==> src/rtl/muldiv_unit.sv <==
// rtl/muldiv_unit.sv - iterative MULT/MULTU/DIV/DIVU unit with HI/LO registers
module muldiv_unit #(
   parameter int WIDTH = 32
) (
   input  logic             clock,
   input  logic             reset_n,
   input  logic             start,
   input  logic [1:0]       op,
   input  logic [WIDTH-1:0] a,
   input  logic [WIDTH-1:0] b,
   input  logic             hi_wr,
   input  logic             lo_wr,
   input  logic [WIDTH-1:0] wdata,
   output logic             busy,
   output logic             done,
   output logic [WIDTH-1:0] hi,
   output logic [WIDTH-1:0] lo
);
   localparam int CW = $clog2(WIDTH);

   typedef enum logic [1:0] {IDLE, RUN, FIXUP, DONE} state_t;

   state_t             state, state_nx;
   logic [CW-1:0]      cnt;
   logic [2*WIDTH-1:0] acc;
   logic [WIDTH-1:0]   opb;
   logic               is_div, neg_q, neg_r;
   logic               idle_like, accept, reg_wr_ok;
   logic               sgn_a, sgn_b;
   logic [WIDTH-1:0]   mag_a, mag_b;
   logic [WIDTH:0]     mul_sum;
   logic               div_ge;
   logic [WIDTH-1:0]   div_rem;
   logic [2*WIDTH-1:0] acc_nx, prod_fix;
   logic [WIDTH-1:0]   hi_res, lo_res;

   assign idle_like = (state == IDLE) || (state == DONE);
   assign accept    = start && idle_like;
   assign reg_wr_ok = idle_like && !start;

   always_ff @(posedge clock or negedge reset_n) begin
      if (!reset_n) state <= IDLE;
      else          state <= state_nx;
   end

   always_comb begin
      state_nx = state;
      case (state)
         IDLE:    if (start) state_nx = RUN;
         RUN:     if (cnt == '0) state_nx = FIXUP;
         FIXUP:   state_nx = DONE;
         DONE:    state_nx = start ? RUN : IDLE;
         default: state_nx = IDLE;
      endcase
   end

   always_comb begin
      busy = (state == RUN) || (state == FIXUP);
      done = (state == DONE);
   end

   // op[0] set means unsigned; signed operands enter the datapath as magnitudes
   always_comb begin
      sgn_a = ~op[0] & a[WIDTH-1];
      sgn_b = ~op[0] & b[WIDTH-1];
      mag_a = sgn_a ? -a : a;
      mag_b = sgn_b ? -b : b;
   end

   // acc holds {accumulator, multiplier} for multiply and {remainder, dividend/quotient} for divide
   always_comb begin
      mul_sum = {1'b0, acc[2*WIDTH-1:WIDTH]} + (acc[0] ? {1'b0, opb} : '0);
      div_ge  = acc[2*WIDTH-1:WIDTH-1] >= {1'b0, opb};
      div_rem = acc[2*WIDTH-2:WIDTH-1] - opb;
      if (!is_div)
         acc_nx = {mul_sum, acc[WIDTH-1:1]};
      else if (div_ge)
         acc_nx = {div_rem, acc[WIDTH-2:0], 1'b1};
      else
         acc_nx = {acc[2*WIDTH-2:0], 1'b0};
   end

   always_comb begin
      prod_fix = neg_q ? -acc : acc;
      if (is_div) begin
         lo_res = neg_q ? -acc[WIDTH-1:0] : acc[WIDTH-1:0];
         hi_res = neg_r ? -acc[2*WIDTH-1:WIDTH] : acc[2*WIDTH-1:WIDTH];
      end else begin
         lo_res = prod_fix[WIDTH-1:0];
         hi_res = prod_fix[2*WIDTH-1:WIDTH];
      end
   end

   // quotient of a divide by zero is left un-negated so it reads as all ones
   always_ff @(posedge clock or negedge reset_n) begin
      if (!reset_n) begin
         cnt    <= '0;
         acc    <= '0;
         opb    <= '0;
         is_div <= 1'b0;
         neg_q  <= 1'b0;
         neg_r  <= 1'b0;
      end else if (accept) begin
         cnt    <= CW'(WIDTH-1);
         acc    <= {{WIDTH{1'b0}}, mag_a};
         opb    <= mag_b;
         is_div <= op[1];
         neg_q  <= (sgn_a ^ sgn_b) && !(op[1] && (b == '0));
         neg_r  <= sgn_a & op[1];
      end else if (state == RUN) begin
         cnt <= cnt - CW'(1);
         acc <= acc_nx;
      end
   end

   always_ff @(posedge clock or negedge reset_n) begin
      if (!reset_n) begin
         hi <= '0;
         lo <= '0;
      end else if (state == FIXUP) begin
         hi <= hi_res;
         lo <= lo_res;
      end else if (reg_wr_ok) begin
         if (hi_wr) hi <= wdata;
         if (lo_wr) lo <= wdata;
      end
   end
endmodule

==> config.mk <==
export PLATFORM = sky130hd
export DESIGN_NAME = muldiv_unit
export DESIGN_NICKNAME = d
export VERILOG_FILES = /design/src/rtl/muldiv_unit.sv
export SDC_FILE = /design/constraint.sdc
export NUM_CORES = 1
export LEC_CHECK = 0
export BUFFER_PORTS_ARGS = -buffer_cell sky130_fd_sc_hd__buf_4
export CORE_MARGIN = 4
export CORE_UTILIZATION = 48
export CTS_CLUSTER_DIAMETER = 30
export DETAILED_ROUTE_END_ITERATION = 8
export GPL_TIMING_DRIVEN = 0
export PLACE_DENSITY_LB_ADDON = 0.3
export SLEW_MARGIN = 20
export SYNTH_ARGS = -nofsm -noshare
export SYNTH_HDL_FRONTEND = slang
export SYNTH_SLANG_ARGS = --single-unit
==> constraint.sdc <==
create_clock -name clock -period 3.6 [get_ports clock]
set_clock_uncertainty 0.05 [all_clocks]
set_input_delay 0.36 -clock clock [delete_from_list [all_inputs] [get_ports clock]]
set_output_delay 0.36 -clock clock [all_outputs]
set_load 0.01 [all_outputs]
[Word level (Yosys, flattened, before mapping)]
Cells that the tools add are included.
Operators by class
  $add $sub $neg: 8
  multiply operators: 0
  div/mod/pow operators: 0
  $lt $le $gt $ge: 1
  eq/ne operators: 5
  shifts and indexed selects: 0
  muxes and demuxes: 24
  bitwise operators: 5
  reductions and logical operators: 18
Operators with widths (count)
  $mux W32: 13
  $mux W64: 5
  $neg A32 Y32: 4
  $neg A64 Y64: 1
  $add A32 B32 Y33: 1
  $ge A33 B32 Y1: 1
  $logic_not A32 Y1: 1
  $sub A32 B32 Y32: 1
  $mux W5: 2
  $pmux W2 S4: 1
  $reduce_bool A2 Y1: 4
  $reduce_and A2 Y1: 3
  $logic_not A5 Y1: 1
  $sub A5 B1 Y5 const B: 1
  $eq A2 B2 Y1 const B: 2
  $logic_and A1 B1 Y1: 4
  $mux W2: 2
  $ne A2 B2 Y1 const B: 2
  $and A1 B1 Y1: 3
  $eq A2 B1 Y1 const B: 1
  $logic_not A1 Y1: 2
  $logic_not A2 Y1: 1
  $logic_or A1 B1 Y1: 2
  $mux W1: 1
  2 further kinds: 2
Storage, ports and cells
  bits in registers: 170
  latch bits: 0
  bits in writable memories: 0
  ROM bits: 0
  bits of input ports: 103
  output and inout bits: 66
  word-level logic and storage cells: 70
  memories: 0

[Logic depth before layout (Yosys ltp)]
Gate-level depths: netlist of the first run.
  depth after elaboration: 5
  mapped depth: 15
  depth with buffers taken out: 13

[Worst setup path after synthesis of the first run]
Ideal clock, no wire load.
  path type: flip-flop to flip-flop
  start: register acc[0]
  end: register acc[52]
  library setup time: 126 ps
  arrival time: 3056 ps
  required time: 3424 ps
  path slack: 368 ps
  cell stages (with the launch flop): 14
  path buffers: 3
  clock period less this slack: 3232 ps
  cell sequence: dfrtp_1 -> clkbuf_1 -> inv_1 -> clkbuf_1 -> nor2_1 -> ha_1 -> clkbuf_1 -> and4_1 -> a221oi_1 -> a31oi_1 -> a21oi_1 -> o21ai_0 -> xor2_1 -> a221o_1
Between the ends
  cells in the longest elaborated chain, start to end: 5
RTL lines
  from (decl): line 25  | logic [2*WIDTH-1:0] acc;
  from (signal assigned): line 105  | acc <= {{WIDTH{1'b0}}, mag_a};
  from (signal assigned): line 112  | acc <= acc_nx;
  $mux W32: line 72  | mul_sum = {1'b0, acc[2*WIDTH-1:WIDTH]} + (acc[0] ? {1'b0, opb} : '0);
  $add A32 B32 Y33: line 72
  $mux W64: line 75  | if (!is_div)
  $mux W64: line 110  | end else if (state == RUN) begin
  $mux W64: line 103  | end else if (accept) begin
No other way between the ends. The select of a mux whose other input is x is not followed.
A chain may end at the register's enable or synchronous reset.

[Worst setup path after layout of the first run]
  start: register acc[0]
  end: register acc[55]
The elaborated chain is that of the path after synthesis.

==> run_results.csv, run 1 <==
group,metric,value,unit
clock_network,insertion_delay,0.46,ns
cells_and_area,layout-drive-gt1-share,13.86,%
routing,antenna_left,0,
die,die_h,183.6,µm
die,die_x,183.6,µm
clock_network,cts_buffer_depth,2,
critical_path,path_buf_inv,2,
die,start_util,48.51,%
job,maxCapViolations,0,
critical_path,arrival,3.86,ns
timing,max_slew_margin,45.57,%
synthesis,synthCells,1858,
placement,dpl.hpwl,42.04,mm
timing,finalSetupTns,0,ns
power_and_ir_drop,p_int,8.878,mW
global_routing,grt_pass1_wl,81.56,mm
cells_and_area,area_delta_synth_final,18.15,%
timing,fmax,281.5,MHz
power_and_ir_drop,p_leak,7.324,nW
clock_network,tritoncts,"done",
global_routing,grt_max_degree,95,
routing,drcViolationCount,0,
routing,drt_first_pass_iters,6,
timing,hold_violations,0,
critical_path,startpoint_type,"flip-flop",
die,ios,169,
critical_path,slowest_delay,0.50,ns
clock_network,htree_levels,4,
clock_network,cts-root-buf,"clkbuf_16",
min_path,worstHoldPathType,"in -> reg",
critical_path,slowest_stage,"dfrtp_2",
power_and_ir_drop,seqPwrFrac,21.4,%
global_routing,gr-total-overflow,0,
die,core_area,30510,µm²
power_and_ir_drop,power.density,1084,nW/µm²
global_routing,grt_usage,30.69,%
global_routing,use_met1,42.37,%
cells_and_area,most-common-layout-cells,"nand2_1 (226), o21ai_0 (212), buf_4 (170)",
routing,wire_per_inst,21.82,µm
clock_network,clk_transition_reported_paths,0.08,ns
synthesis,ys_warn_count,0,
cells_and_area,diodes,0,
critical_path,cpMostUsedCell,"a21oi_1",
timing,drv_slew,0,
critical_path,r2r_slack,0.05,ns
power_and_ir_drop,swShare,53.16,%
cells_and_area,finalNetCount,2223,
die,die_area,33710,µm²
routing,drt_iter0_markers,1543,
timing,rsz0062_at_grt,"true",
timing,tightest_slew,0.8135,ns
timing,period_needed,3.552,ns
cells_and_area,layout_commonest_cell,"nand2_1",
synthesis,ys.flop_type,"dfrtp_1",
clock_network,numCtsBuffers,17,
routing,routed_wl,53.51,mm
synthesis,async_reset_ff_share,100.0,%
global_routing,busiest_layer,"met2",
critical_path,critPathMaxFanout,10,
power_and_ir_drop,p_comb_share,68.2,%
synthesis,synth-edff-count,0,
placement,portBuffers,168,
critical_path,worstPathRequired,3.90,ns
clock_network,numClockSinks,170,
global_routing,grt_pass1_vias,14440,
critical_path,critical-path-top-delay-family,"compound AO/OA/AOI/OAI gates",
critical_path,crit_chain,"inv_2, clkbuf_4, nor2_1, ha_1, a2111oi_1, a21oi_1, o21a_1, a41oi_2, o21ba_2, o21ai_0, a21oi_1, xnor2_1, a221o_1",
routing,vias_per_cell,6.274,
global_routing,antenna_found_initial,1,
synthesis,ys_ff_latch,170,
timing,fin_crit_sh,98.68,%
die,rows,64,
synthesis,syn-cell-area,14800,µm²
synthesis,yosysSeqAreaShare,28.75,%
critical_path,critPathCaptureType,"flip-flop",
synthesis,synth_nets,2038,
timing,setup_violations,0,
placement,gp_congestion,1.021,
synthesis,synth_cell_types,68,
power_and_ir_drop,pwr-share-clk,10.3,%
critical_path,crit_type,"reg -> reg",
routing,vias,15390,
outcome,status,"completed",
power_and_ir_drop,switching_power,10.08,mW
global_routing,grt_use_met3,5.936,%
global_routing,grt_use_met2,48.93,%
synthesis,avgSynthCellArea,7.965,µm²
power_and_ir_drop,peakVddDrop,0.0005235,V
timing,timing.hold.ws,0.1212,ns
final timing paths:
| check | startpoint | endpoint | depth (start not counted) |
|---|---|---|---|
| min in group asynchronous | reset_n | acc[56] | 3 |
| hold reg to reg | opb[5] | opb[5] | 2 |
| setup reg to reg | acc[0] | acc[55] | 13 |
| setup / recovery | acc[0] | acc[55] | 13 |
| max in group asynchronous | reset_n | acc[0] | 4 |
| hold / removal | op[1] | is_div | 3 |
worst reg2reg max path: stages, from the launching register on:
cell and delay (ns):
dfrtp_2 0.50, inv_2 0.16, clkbuf_4 0.22, nor2_1 0.07
ha_1 0.36, a2111oi_1 0.48, a21oi_1 0.13, o21a_1 0.21
a41oi_2 0.30, o21ba_2 0.25, o21ai_0 0.12, a21oi_1 0.20
xnor2_1 0.10, a221o_1 0.32
cell usage after synthesis (16+ instances only):
cell type  count  share of area [%]
a211oi_1      34                1.7
a21o_1        41                2.1
a21oi_1      117                4.0
a31oi_1       31                1.3
clkbuf_1     102                2.6
dfrtp_1      170                 29
ha_1          75                6.3
inv_1         59                1.5
mux2i_1       90                6.1
nand2_1      227                5.8
nand2b_1      19               0.80
nand3_1       17               0.57
nand4_1       17               0.72
nor2_1       123                3.1
nor2b_1       35                1.5
nor3_1        24               0.81
nor4_1        16               0.68
o211ai_1      48                2.4
o21ai_0      217                7.3
o31ai_1       27                1.4
or3_1         20               0.85
xnor2_1      100                5.9
xor2_1        77                4.6
cells by family (layout without fill, tap and decap cells):
family / after synthesis / in the layout / share of synthesized area (%)
and+or+nand+nor: 564 / 564 / 18.25
AOI/OAI and AO/OA: 602 / 602 / 25.08
adders and majority gates: 77 / 77 / 6.611
xor gates and xnor gates: 177 / 177 / 10.48
muxes: 94 / 94 / 6.392
DFF: 170 / 170 / 28.75
buffers and inverters: 174 / 372 / 4.439
stage by stage:
step / instance area, µm² / util [%] / power [mW] / cells / setup WS, ns
6_report: 17490 / 57.31 / 18.95 / 2452 / 0.04755
5_1_grt: 17490 / 57.31 / 20.20 / 2452 / -0.07081
4_1_cts: 17370 / 56.92 / 18.44 / 2454 / 0.006005
3_5_place_dp: 16620 / 54.47 / 16.27 / 2424 / -0.8611
3_3_place_gp: 16560 / 54.27 / 16.06 / 2422 / -0.8834
2_1_floorplan: 14800 / - / 12.09 / 1858 / 0.3677
layout make-up:
type,instances,area [µm²]
fill,2782,13020
multi-input combinational,1514,10090
sequential,170,4260
timing repair buffer,175,1361
tap,396,495.5
buffer,106,436.7
clock buffer,17,425.4
inverter,59,221.5
clock inverter,15,195.2
power by group through the flow:
stage | Sequential [mW] | Clock, mW | Combinational [mW]
floorplan | 3.72 | 0 | 8.37
global placement | 3.94 | 0 | 12.1
CTS | 3.97 | 1.96 | 12.5
detailed placement | 3.98 | 0 | 12.3
global route | 4.15 | 2.05 | 14.0
finish | 4.06 | 1.96 | 12.9
sequential cells by signal, summed over array words and instances (netlist names):
register / count
acc: 64
hi: 32
lo: 32
opb: 32
cnt: 5
state: 2
is_div: 1
neg_q: 1
neg_r: 1
repair_timing:
action | in CTS | in global routing
hold buffers | 1 | 0
buffers inserted | 2 | 1
gates cloned | 0 | 1
resized for setup | 37 | 38
setup endpoints to repair | 52 | 78
endpoints found under the hold margin | 93 | 0
pin swaps | 3 | 6
per-layer routing:
layer  vias to the layer above  share of wire (%)
met3                       116                9.8
met5                         -              0.013
met1                      7400                 42
met4                         2                3.2
met2                       809                 45
li1                       7058                  -
(Power assumes the default switching activity.)
==> run 2: changes to the inputs <==
--- a/config.mk
+++ b/config.mk
@@ -5,12 +5,14 @@
 export SDC_FILE = /design/constraint.sdc
 export NUM_CORES = 1
 export LEC_CHECK = 0
-export BUFFER_PORTS_ARGS = -buffer_cell sky130_fd_sc_hd__buf_4
 export CORE_MARGIN = 4
 export CORE_UTILIZATION = 48
 export CTS_CLUSTER_DIAMETER = 30
+export CTS_CLUSTER_SIZE = 28
 export DETAILED_ROUTE_END_ITERATION = 8
+export DONT_BUFFER_PORTS = 1
 export GPL_TIMING_DRIVEN = 0
+export HOLD_SLACK_MARGIN = 0.03
 export PLACE_DENSITY_LB_ADDON = 0.3
 export SLEW_MARGIN = 20
 export SYNTH_ARGS = -nofsm -noshare
==> run_results.csv, run 2 (same netlist as run 1, synthesis figures left out) <==
group,metric,value,unit
clock_network,htree_levels,4,
outcome,status,"finished, violations left",
cells_and_area,finalNonFillerCells,2284,
die,die_x,183.6,µm
cells_and_area,most-common-layout-cells,"nand2_1 (226), o21ai_0 (211), dfrtp_1 (163)",
critical_path,crit_type,"reg -> reg",
power_and_ir_drop,power.density,1125,nW/µm²
timing,drv_slew,0,
cells_and_area,seq_area,4263,µm²
global_routing,grt_pass1_wl,81.35,mm
cells_and_area,diodes,0,
cells_and_area,finalNetCount,2055,
critical_path,critPathCaptureType,"flip-flop",
critical_path,crit-reg2reg-launch,"acc[0]",
die,ios,169,
routing,antenna_left,0,
critical_path,startpoint_type,"flip-flop",
die,start_util,48.51,%
job,maxCapViolations,0,
timing,max_slew_margin,45.77,%
timing,tightest_slew,0.8104,ns
die,rows,64,
clock_network,cts-root-buf,"clkbuf_16",
clock_network,ctsHoldBuffers,2,
clock_network,tritoncts,"done",
placement,dp_cells,2254,
die,die_h,183.6,µm
global_routing,antenna_found_initial,0,
timing,timing.hold.ws,-0.4414,ns
clock_network,numCtsBuffers,17,
outcome,violations,"hold timing",
placement,gp_congestion,1.037,
routing,drt_first_pass_iters,6,
power_and_ir_drop,switching_power,9.826,mW
placement,portBuffers,0,
routing,vias_per_cell,6.452,
cells_and_area,area_delta_synth_final,9.241,%
cells_and_area,layout_commonest_cell,"nand2_1",
routing,drcViolationCount,0,
routing,routed_wl,52.86,mm
cells_and_area,layout-drive-gt1-share,6.515,%
critical_path,critPathMaxFanout,8,
critical_path,r2r_cells,13,
cells_and_area,multiInputGateArea,10130,µm²
power_and_ir_drop,p_comb_share,65.9,%
critical_path,worstPathRequired,3.90,ns
timing,hold_violations,170,
routing,wire_per_inst,23.14,µm
die,die_area,33710,µm²
power_and_ir_drop,peakVddDrop,0.0005086,V
timing,fmax,280.4,MHz
global_routing,gr-total-overflow,0,
power_and_ir_drop,p_leak,6.496,nW
timing,rsz0062_at_grt,"true",
cells_and_area,fillers,2944,
placement,dpl.hpwl,41.17,mm
clock_network,cts_buffer_depth,2,
routing,vias,14740,
critical_path,startpoint,"acc[0]",
timing,period_needed,3.566,ns
clock_network,insertion_delay,0.46,ns
power_and_ir_drop,seqPwrFrac,23.7,%
cells_and_area,final_util,52.99,%
power_and_ir_drop,swShare,54.04,%
critical_path,r2r-end,"acc[55]",
timing,fin_crit_sh,99.07,%
die,core_area,30510,µm²
critical_path,r2r_slack,0.03,ns
clock_network,clk_transition_reported_paths,0.08,ns
global_routing,grt_usage,30.70,%
clock_network,numClockSinks,170,
min_path,worstHoldPathType,"in -> async",
cells_and_area,largest_reg_flops,64,
timing,setup_violations,0,
critical_path,arrival,3.86,ns
global_routing,grt_pass1_vias,14250,
routing,drt_iter0_markers,1288,
global_routing,grt_max_degree,171,
power_and_ir_drop,pwr-share-clk,10.4,%
power_and_ir_drop,p_int,8.357,mW
cells_and_area,largest_register,"acc",
-- run 2: cell types whose count changed in the layout (fill, tap and decap cells not counted), sizes merged --
cell | previous run | this run
clkinvlp | 0 | 1
clkinv | 6 | 3
dlygate4sd3 | 1 | 2
buf | 187 | 20
-- run 2: worst max-delay path by stage --
stage / to / cells after the start
floorplan: acc[52] / 13
global placement: acc[57] / 15
detailed placement: acc[57] / 15
CTS: hi[14] / 11
global route: acc[55] / 13
finish: acc[55] / 13
-- run 2: area by class of cell --
| type | count | share of cell area (%) |
|---|---|---|
| buffer | 106 | 2.662 |
| clock buffer | 19 | 2.740 |
| clock inverter | 13 | 0.8049 |
| inverter | 59 | 1.370 |
| multi-input combinational | 1514 | 62.63 |
| sequential | 170 | 26.37 |
| tap | 396 | 3.065 |
| timing repair buffer | 7 | 0.3560 |
-- run 2: per-stage QoR --
| stage | cell area, µm² | worst slack, ns | total power, mW | TNS, ns |
|---|---|---|---|---|
| 6_report | 16170 | 0.03351 | 18.18 | 0 |
| 5_1_grt | 16170 | -0.09218 | 19.42 | -0.1223 |
| 4_1_cts | 15960 | 0.002993 | 17.63 | 0 |
| 3_5_place_dp | 15290 | -0.8366 | 15.59 | -22.21 |
| 3_3_place_gp | 15290 | -0.8302 | 15.46 | -20.75 |
| 2_1_floorplan | 14800 | 0.3677 | 12.09 | 0 |
-- run 2: per-layer routing --
metal	vias up	share of wire (%)	wire length, µm	track usage, %
met3	137	11	5761	8.112
li1	6736	-	-	-
met5	-	0	0	0
met2	853	44	23440	48.01
met1	7011	41	21500	40.83
met4	0	4.1	2157	11.83
-- run 2: repair_timing --
action	CTS	global route
pin swaps	2	6
endpoints found under the setup margin	76	50
setup buffers	0	5
endpoints found under the hold margin	173	170
gates resized for setup	34	51
-- run 2: power by group through the flow --
stage	combinational (mW)	clock (mW)	sequential (mW)
floorplan	8.37	0	3.72
global placement	11.3	0	4.20
detailed placement	11.4	0	4.22
CTS	11.5	1.89	4.22
global route	13.1	1.95	4.39
finish	12.0	1.89	4.30
-- run 2: critical path, cell delays in order (launching register included) --
cell and delay [ns]:
dfrtp_2 0.49, and2_1 0.18, ha_1 0.17, inv_1 0.06
fa_1 0.39, nor2b_1 0.18, o31a_1 0.28, o21a_2 0.28
a41oi_2 0.18, o21ba_2 0.27, o21ai_0 0.31, a21oi_1 0.14
xnor2_1 0.16, a221o_1 0.32
==> run 3: changes to the inputs <==
--- a/config.mk
+++ b/config.mk
@@ -14,6 +14,7 @@
 export GPL_TIMING_DRIVEN = 0
 export HOLD_SLACK_MARGIN = 0.03
 export PLACE_DENSITY_LB_ADDON = 0.3
+export SETUP_SLACK_MARGIN = 0.1
 export SLEW_MARGIN = 20
 export SYNTH_ARGS = -nofsm -noshare
 export SYNTH_HDL_FRONTEND = slang
==> run_results.csv, run 3 (same netlist as run 1, synthesis figures left out) <==
group,metric,value,unit
cells_and_area,diodes,0,
timing,timing.hold.ws,-0.4350,ns
timing,max_slew_margin,44.49,%
critical_path,r2r_cells,11,
die,rows,64,
outcome,status,"finished, violations left",
critical_path,critPathCaptureType,"flip-flop",
min_path,worstHoldPathType,"in -> async",
clock_network,numClockSinks,170,
job,maxCapViolations,0,
routing,drt_first_pass_iters,5,
die,ios,169,
outcome,violations,"hold timing",
clock_network,clk_transition_reported_paths,0.08,ns
cells_and_area,final_util,53.33,%
die,die_h,183.6,µm
die,start_util,48.51,%
die,die_x,183.6,µm
global_routing,gr-total-overflow,0,
critical_path,arrival,3.80,ns
timing,fin_ws,0.09292,ns
cells_and_area,most-common-layout-cells,"nand2_1 (226), o21ai_0 (209), dfrtp_1 (159)",
timing,drv_slew,0,
global_routing,grt_max_degree,171,
die,core_area,30510,µm²
timing,hold_violations,170,
placement,dpl_worst_slack,-0.8366,ns
cells_and_area,area_delta_synth_final,9.934,%
cells_and_area,largest_register,"acc",
clock_network,cts_buffer_depth,2,
critical_path,startpoint_type,"flip-flop",
critical_path,worstPathRequired,3.89,ns
clock_network,insertion_delay,0.45,ns
timing,fmax,285.1,MHz
cells_and_area,largest_reg_flops,64,
routing,vias_per_cell,6.386,
critical_path,startpoint,"acc[59]",
critical_path,crit-reg2reg-launch,"acc[59]",
critical_path,crit_type,"reg -> reg",
critical_path,r2r-end,"acc[59]",
global_routing,grt_usage,30.79,%
cells_and_area,layout-drive-gt1-share,7.392,%
clock_network,numCtsBuffers,17,
global_routing,antenna_found_initial,0,
global_routing,grt_pass1_wl,81.57,mm
placement,gp_congestion,1.037,
clock_network,tritoncts,"done",
critical_path,cp-endpoint,"acc[59]",
routing,wire_per_inst,23.10,µm
clock_network,cts-root-buf,"clkbuf_16",
cells_and_area,layout_commonest_cell,"nand2_1",
clock_network,ctsHoldBuffers,2,
routing,drt_iter0_markers,1402,
critical_path,critPathMaxFanout,10,
timing,setup_violations,0,
placement,dpl.hpwl,41.17,mm
routing,drcViolationCount,0,
routing,vias,14630,
placement,portBuffers,0,
timing,period_needed,3.507,ns
power_and_ir_drop,peakVddDrop,0.0005076,V
routing,routed_wl,52.90,mm
power_and_ir_drop,power.density,1122,nW/µm²
cells_and_area,finalNetCount,2061,
global_routing,grt_pass1_vias,14300,
timing,rsz0062_at_grt,"true",
power_and_ir_drop,p_leak,6.537,nW
die,die_area,33710,µm²
critical_path,r2r_slack,0.09,ns
routing,antenna_left,0,
timing,tightest_slew,0.8296,ns
timing,fin_crit_sh,97.42,%
clock_network,htree_levels,4,
cells_and_area,fillers,2932,
-- run 3: cell types whose count changed in the layout (fill, tap and decap cells not counted), sizes merged --
cell	change
clkbuf	+1
buf	+5
-- run 3: final cells by class --
cell class	count	area [µm²]	area share [%]
tap	396	495.5	3.045
inverter	59	221.5	1.361
multi-input combinational	1514	10170	62.49
clock buffer	19	442.9	2.722
buffer	107	449.2	2.761
sequential	170	4268	26.23
timing repair buffer	12	95.09	0.5845
clock inverter	13	130.1	0.7998
-- run 3: worst max-delay path, cell delays in order, from the launching register on --
cell      delay, ns
dfrtp_1        0.54
ha_4           0.38
nand3_1        0.17
nor2_2         0.21
nand4b_1       0.21
or4_1          0.55
o211ai_1       0.23
o21ba_2        0.24
clkbuf_2       0.24
a21boi_0       0.27
o31ai_1        0.11
a22o_1         0.20
-- run 3: routing by layer --
metal | routed length [µm] | part of all wire (%) | global-route usage (%) | vias to the layer above
met5 | 0 | 0 | 0 | -
met4 | 2010 | 3.8 | 12.01 | 0
met1 | 21680 | 41 | 40.63 | 6993
met2 | 23620 | 45 | 48.30 | 779
met3 | 5597 | 11 | 8.350 | 116
li1 | - | - | - | 6737
-- run 3: report_power, final --
group	leakage (nW)	switching [mW]	internal, mW
Sequential	2.05	1.41	2.88
Combinational	4.20	7.53	4.56
Clock	0.285	0.893	0.993
Total	6.54	9.83	8.43
-- run 3: stage by stage --
step	hold slack, ns	instances	power (mW)	area [µm²]	TNS [ns]
after floorplan	0.01441	1858	12.09	14800	0
after global placement	0.03341	2254	15.46	15290	-20.75
after detailed placement	0.02543	2254	15.59	15290	-22.21
after CTS	-0.4590	2283	17.74	16080	0
after global routing	-0.4474	2290	19.53	16270	0
final	-0.4350	2290	18.26	16270	0
-- run 3: timing repair --
item / 4_1_cts / 5_1_grt
buffers inserted: 2 / 8
pin swaps: 4 / 9
endpoints found under the setup margin: 95 / 46
gates resized for setup: 57 / 49
endpoints found under the hold margin: 173 / 170
-- run 3: worst min path at each step --
stage | from | to | slack (ns) | cells past startpoint
2_1_floorplan | reset_n | acc[0] | 0.01 | 0
3_3_place_gp | reset_n | hi[21] | 0.03 | 0
3_5_place_dp | reset_n | hi[28] | 0.03 | 0
4_1_cts | reset_n | acc[56] | -0.46 | 0
5_1_grt | reset_n | hi[22] | -0.45 | 0
6_report | reset_n | hi[21] | -0.43 | 0
